**src/rtl/acc_pkg.sv**
```systemverilog
// Shared types and constants for the accelerator memory (cmem) channel.
package acc_pkg;

  typedef enum logic {
    READ  = 1'b0,
    WRITE = 1'b1
  } mem_req_type_e;

  localparam logic CMEM_STATUS_OK  = 1'b0;
  localparam logic CMEM_STATUS_ERR = 1'b1;

endpackage

```
**src/rtl/cmem_responder.sv**
```systemverilog
// Core-side cmem responder: takes one FPU load/store request, runs it on the
// OBI data port (or rejects/probes it locally) and returns one response beat.
module cmem_responder
  import acc_pkg::*;
#(
  parameter int ADDR_WIDTH     = 32,
  parameter int DATA_WIDTH     = 32,
  parameter int ID_WIDTH       = 4,
  parameter int TIMEOUT_CYCLES = 255
) (
  input  logic                    clk_i,
  input  logic                    rst_i,
  input  logic                    cmem_q_valid_i,
  output logic                    cmem_q_ready_o,
  input  mem_req_type_e           cmem_q_req_type_i,
  input  logic [ADDR_WIDTH-1:0]   cmem_q_addr_i,
  input  logic [DATA_WIDTH-1:0]   cmem_q_wdata_i,
  input  logic [DATA_WIDTH/8-1:0] cmem_q_be_i,
  input  logic [ID_WIDTH-1:0]     cmem_q_id_i,
  input  logic                    cmem_q_mode_i,
  input  logic                    cmem_q_spec_i,
  input  logic                    cmem_q_endoftransaction_i,
  output logic                    cmem_p_valid_o,
  input  logic                    cmem_p_ready_i,
  output logic [DATA_WIDTH-1:0]   cmem_p_rdata_o,
  output logic [ID_WIDTH-1:0]     cmem_p_id_o,
  output logic                    cmem_p_status_o,
  output logic                    cmem_p_endoftransaction_o,
  output logic                    data_req_o,
  input  logic                    data_gnt_i,
  output logic                    data_we_o,
  output logic [ADDR_WIDTH-1:0]   data_addr_o,
  output logic [DATA_WIDTH-1:0]   data_wdata_o,
  output logic [DATA_WIDTH/8-1:0] data_be_o,
  input  logic                    data_rvalid_i,
  input  logic [DATA_WIDTH-1:0]   data_rdata_i,
  input  logic                    data_err_i,
  output logic                    busy_o
);

  localparam int BW  = DATA_WIDTH / 8;
  localparam int LSB = (BW > 1) ? $clog2(BW) : 1;
  localparam int CW  = (TIMEOUT_CYCLES > 0) ? $clog2(TIMEOUT_CYCLES + 1) : 1;

  typedef enum logic [1:0] {S_IDLE, S_BUS_REQ, S_BUS_WAIT, S_RESP} state_e;

  state_e                r_state;
  logic                  r_q_ready, r_p_valid, r_req, r_busy, r_we, r_status, r_eot;
  logic [ADDR_WIDTH-1:0] r_addr;
  logic [DATA_WIDTH-1:0] r_wdata, r_rdata;
  logic [BW-1:0]         r_be;
  logic [ID_WIDTH-1:0]   r_id;
  logic [CW-1:0]         r_cnt;

  logic          w_misalign, w_reject, w_timeout;
  logic [CW-1:0] w_cnt_nxt;

  // Full-word accesses must be word aligned, halfword accesses halfword aligned.
  assign w_misalign = ((cmem_q_be_i == '1) && (cmem_q_addr_i[LSB-1:0] != '0)) ||
                      (($countones(cmem_q_be_i) == 2) && cmem_q_addr_i[0]);
  assign w_reject   = (cmem_q_spec_i && (cmem_q_req_type_i == WRITE)) ||
                      (cmem_q_be_i == '0) || w_misalign;

  assign w_cnt_nxt = (r_cnt == '1) ? r_cnt : r_cnt + 1'b1;
  assign w_timeout = (TIMEOUT_CYCLES != 0) && (w_cnt_nxt == CW'(TIMEOUT_CYCLES));

  always_ff @(posedge clk_i) begin
    if (rst_i) begin
      r_state   <= S_IDLE;
      r_q_ready <= 1'b1;
      r_p_valid <= 1'b0;
      r_req     <= 1'b0;
      r_busy    <= 1'b0;
      r_we      <= 1'b0;
      r_status  <= CMEM_STATUS_OK;
      r_eot     <= 1'b0;
      r_addr    <= '0;
      r_wdata   <= '0;
      r_rdata   <= '0;
      r_be      <= '0;
      r_id      <= '0;
      r_cnt     <= '0;
    end else begin
      case (r_state)
        S_IDLE: if (cmem_q_valid_i) begin
          r_q_ready <= 1'b0;
          r_busy    <= 1'b1;
          r_we      <= (cmem_q_req_type_i == WRITE);
          r_addr    <= cmem_q_addr_i;
          r_wdata   <= cmem_q_wdata_i;
          r_be      <= cmem_q_be_i;
          r_id      <= cmem_q_id_i;
          r_eot     <= cmem_q_endoftransaction_i;
          r_rdata   <= '0;
          if (cmem_q_mode_i) begin
            r_p_valid <= 1'b1;
            r_status  <= CMEM_STATUS_OK;
            r_state   <= S_RESP;
          end else if (w_reject) begin
            r_p_valid <= 1'b1;
            r_status  <= CMEM_STATUS_ERR;
            r_state   <= S_RESP;
          end else begin
            r_req   <= 1'b1;
            r_state <= S_BUS_REQ;
          end
        end
        S_BUS_REQ: if (data_gnt_i) begin
          r_req   <= 1'b0;
          r_cnt   <= '0;
          r_state <= S_BUS_WAIT;
        end
        S_BUS_WAIT: begin
          r_cnt <= w_cnt_nxt;
          // A response arriving on the timeout cycle still counts as a response.
          if (data_rvalid_i) begin
            r_p_valid <= 1'b1;
            r_status  <= data_err_i ? CMEM_STATUS_ERR : CMEM_STATUS_OK;
            r_rdata   <= (!r_we && !data_err_i) ? data_rdata_i : '0;
            r_state   <= S_RESP;
          end else if (w_timeout) begin
            r_p_valid <= 1'b1;
            r_status  <= CMEM_STATUS_ERR;
            r_rdata   <= '0;
            r_state   <= S_RESP;
          end
        end
        S_RESP: if (cmem_p_ready_i) begin
          r_p_valid <= 1'b0;
          r_q_ready <= 1'b1;
          r_busy    <= 1'b0;
          r_state   <= S_IDLE;
        end
        default: r_state <= S_IDLE;
      endcase
    end
  end

  assign cmem_q_ready_o            = r_q_ready;
  assign cmem_p_valid_o            = r_p_valid;
  assign cmem_p_rdata_o            = r_rdata;
  assign cmem_p_id_o               = r_id;
  assign cmem_p_status_o           = r_status;
  assign cmem_p_endoftransaction_o = r_eot;
  assign data_req_o                = r_req;
  assign data_we_o                 = r_we;
  assign data_addr_o               = r_addr;
  assign data_wdata_o              = r_wdata;
  assign data_be_o                 = r_be;
  assign busy_o                    = r_busy;

endmodule
```
**config.mk**
```make
export PLATFORM = sky130hd
export DESIGN_NAME = cmem_responder
export DESIGN_NICKNAME = d
export VERILOG_FILES = /design/src/rtl/acc_pkg.sv /design/src/rtl/cmem_responder.sv
export SDC_FILE = /design/constraint.sdc
export NUM_CORES = 1
export LEC_CHECK = 0
export CORE_MARGIN = 5
export CORE_UTILIZATION = 44
export DETAILED_ROUTE_END_ITERATION = 8
export PLACE_DENSITY_LB_ADDON = 0.08
export SYNTH_ARGS = -nofsm -noshare
export SYNTH_HDL_FRONTEND = slang
export SYNTH_SLANG_ARGS = --single-unit
```
**constraint.sdc**
```tcl
create_clock -name clk_i -period 7.5 [get_ports clk_i]
set_clock_uncertainty 0.1 [all_clocks]
set_input_delay 1.5 -clock clk_i [delete_from_list [all_inputs] [get_ports clk_i]]
set_output_delay 1.5 -clock clk_i [all_outputs]
set_load 0.005 [all_outputs]
```
==> results_dict.tcl <==
set metrics [dict create \
    gp_congestion 0.801 \
    syn_nets 669 \
    hold_viol_final 0 \
    final_util_pct 72.9 \
    dp_hpwl_mm 10.1 \
    drc 0 \
    htree_levels 4 \
    total_power_uw 2160 \
    synth-main-ff-cell "dfxtp_1" \
    port_buffers 225 \
    hold_start "data_addr_o[16]" \
    wl_per_cell_um 15.9 \
    fillCellCount 791 \
    final_cell_mix "224 x clkdlybuf4s50_1, 159 x nand2_1, 121 x dfxtp_1" \
    clkSinkCount 121 \
    row_count 37 \
    wirelength_mm 14.4 \
    ff_latch_area_um2 2420 \
    cp_top_family "adder cells" \
    cts_made_buffers 17 \
    ys_seq_elements 121 \
    vdd_drop_max_uv 214 \
    vias 4589 \
    critPathLaunchType "input pin" \
    synth_edf_count 0 \
    crit_path_max_incr_delay_ns 0.54 \
    layout_commonest_cell "clkdlybuf4s50_1" \
    worstPathArrival_ns 4.01 \
    endpoint_kind "flop" \
    power_density_nw_per_um2 288 \
    max_freq_mhz 272 \
    crit_start "cmem_q_be_i[0]" \
    maxSlewViolCount 0 \
    grtUsageTotal_pct 22.4 \
    dp_cells 874 \
    crit_chain "clkdlybuf4s50_1 -> inv_1 -> fa_1 -> inv_1 -> ha_1 -> ha_1 -> nand3_1 -> nand3_1 -> and3_1 -> a21o_1 -> a211oi_1" \
    clock_tree.root_cell "clkbuf_8" \
    worstSkewPairLatency_ns 0.51 \
    slew_headroom_pct 36.7 \
    num_antenna_cells 0 \
    setup_viol 0 \
    seq_area_frac_synth_pct 52.3 \
    antenna_found_initial 0 \
    crit_buf_inv 3 \
    netlist_area_um2 4630 \
    avgSynthCellArea_um2 8.51 \
    cts_hold_buf 0 \
    multi_input_area_um2 2010 \
    die_area_um2 12700 \
    worstPathRequired_ns 7.83 \
    first_global_vias 4501 \
    final_cells 905 \
    fp.dieH_um 113 \
    fin_setup_tns_ns 0 \
    layout_min_cycle_time_ns 3.68 \
    cts_tree "done" \
    tightest_slew_ns 0.949 \
    coreArea_um2 10300 \
    r2r-start "r_cnt[0]" \
    synthCells 544 \
    grt_max_degree 94 \
    drt.antenna.violating_nets 0 \
    yosysTopAreaCell "dfxtp_1" \
    fin_nets 882 \
    dr.pass1.iters 4 \
    overflow 0 \
    grt_first_pass_wirelength_mm 22.9 \
    ioPinCount 226 \
    vias_per_cell 5.07 \
    drt-initial-drc-count 276 \
    synthTopCellsByArea "dfxtp_1 52%, nand2_1 13%, a21oi_1 9.9%" \
    drive_gt1_share_pct 5.46 \
    hold_path_class "flop to flop" \
    start_util_pct 45.0 \
    critical_path_class "input pin to flop" \
    status "finished clean" \
    rsz0062_at_grt "false" \
    cap_violations 0 \
    postCtsResizedCells 0 \
    yosysWarningCount 0 \
    period_share_pct 49.1 \
    critPathSlowestCell "fa_1" \
    cts_setup_buffers 0 \
    die_width_um 113 \
    crit_fanout 4 \
    async_reset_ff_share_pct 0 \
    clockBufferDepth 2 \
    p_leak_uw 0.00280 \
    ys_types 47 \
    clk_pin_slew_ns 0.06 \
    area_delta_synth_final_pct 61.8 \
    synth_top_area_share_pct 52.3 \
]
==> worst register-to-register path, cell delays in order (launching register included) <==
cell	delay, ns
dfxtp_1	0.46
ha_1	0.32
nand3_1	0.12
nor2_1	0.33
mux2_2	0.43
o31ai_4	0.37
a21oi_2	0.10
buf_4	0.28
a22o_1	0.29
==> cell type report <==
cell class / count / share of cell area (%)
Sequential cell: 121 / 32.3
Tap cell: 136 / 2.27
Multi-Input combinational cell: 376 / 26.9
Clock buffer: 22 / 6.18
Timing Repair Buffer: 229 / 30.4
Clock inverter: 9 / 1.30
Inverter: 12 / 0.602
==> routing by layer <==
| metal | share of wire, % | up-vias | global-route usage (%) |
|---|---|---|---|
| met4 | 1.7 | 0 | 6.73 |
| met5 | 0 | - | 0 |
| met2 | 47 | 196 | 36.8 |
| li1 | - | 2279 | - |
| met3 | 11 | 19 | 10.6 |
| met1 | 41 | 2095 | 26.0 |
==> metrics by stage <==
step | instance area (um^2) | worst slack, ns | hold WS (ns)
4_1_cts | 7490 | 3.86 | 0.355
3_3_place_gp | 6930 | 3.36 | 0.341
3_5_place_dp | 6930 | 3.32 | 0.348
5_1_grt | 7490 | 3.69 | 0.370
6_report | 7490 | 3.82 | 0.350
2_1_floorplan | 4630 | 4.00 | 0.353
==> flip-flops by register name, indices dropped and copies added (netlist names), 2 cells and up <==
register        count
r_cnt               8
data_addr_o        32
cmem_p_rdata_o     32
data_be_o           4
cmem_p_id_o         4
r_state             2
data_wdata_o       32
==> worst paths after layout <==
| path | slack, ns | to | cells after the start |
|---|---|---|---|
| max reg2reg | 4.59 | cmem_p_rdata_o[2] | 8 |
| min | 0.35 | data_addr_o[16] | 2 |
| min reg2reg | 0.35 | data_addr_o[16] | 2 |
| max | 3.82 | cmem_p_valid_o | 11 |
==> synthesized netlist by cell type (2+ instances only) <==
cell type	instances
o21ai_0	4
inv_1	11
nand2_1	160
clkbuf_1	20
and2_1	3
and4_1	2
nand4_1	2
ha_1	9
and3_1	4
dfxtp_1	121
a21o_1	2
o2111ai_1	2
a31oi_1	3
a21oi_1	92
nor3_1	8
nor2_1	15
o21ai_1	3
a22o_1	32
nand2b_1	6
buf_1	10
buf_6	3
a311oi_1	2
nand3_1	6
==> where the power goes <==
group / internal [uW] / leakage [uW] / switching [uW] / total, uW
logic: 299 / 0.00154 / 310 / 609
registers: 736 / 0.000987 / 52.2 / 788
clock network: 493 / 0.000280 / 268 / 761
total: 1530 / 0.00280 / 630 / 2160
==> logic make-up after synthesis <==
logic type      share of synthesized area [%]
buf+inv                                  4.41
simple gates                             19.0
mux                                     0.487
flops                                    52.3
fa+ha+maj                                2.87
compound gates                           20.9
(Power assumes the default switching activity.)
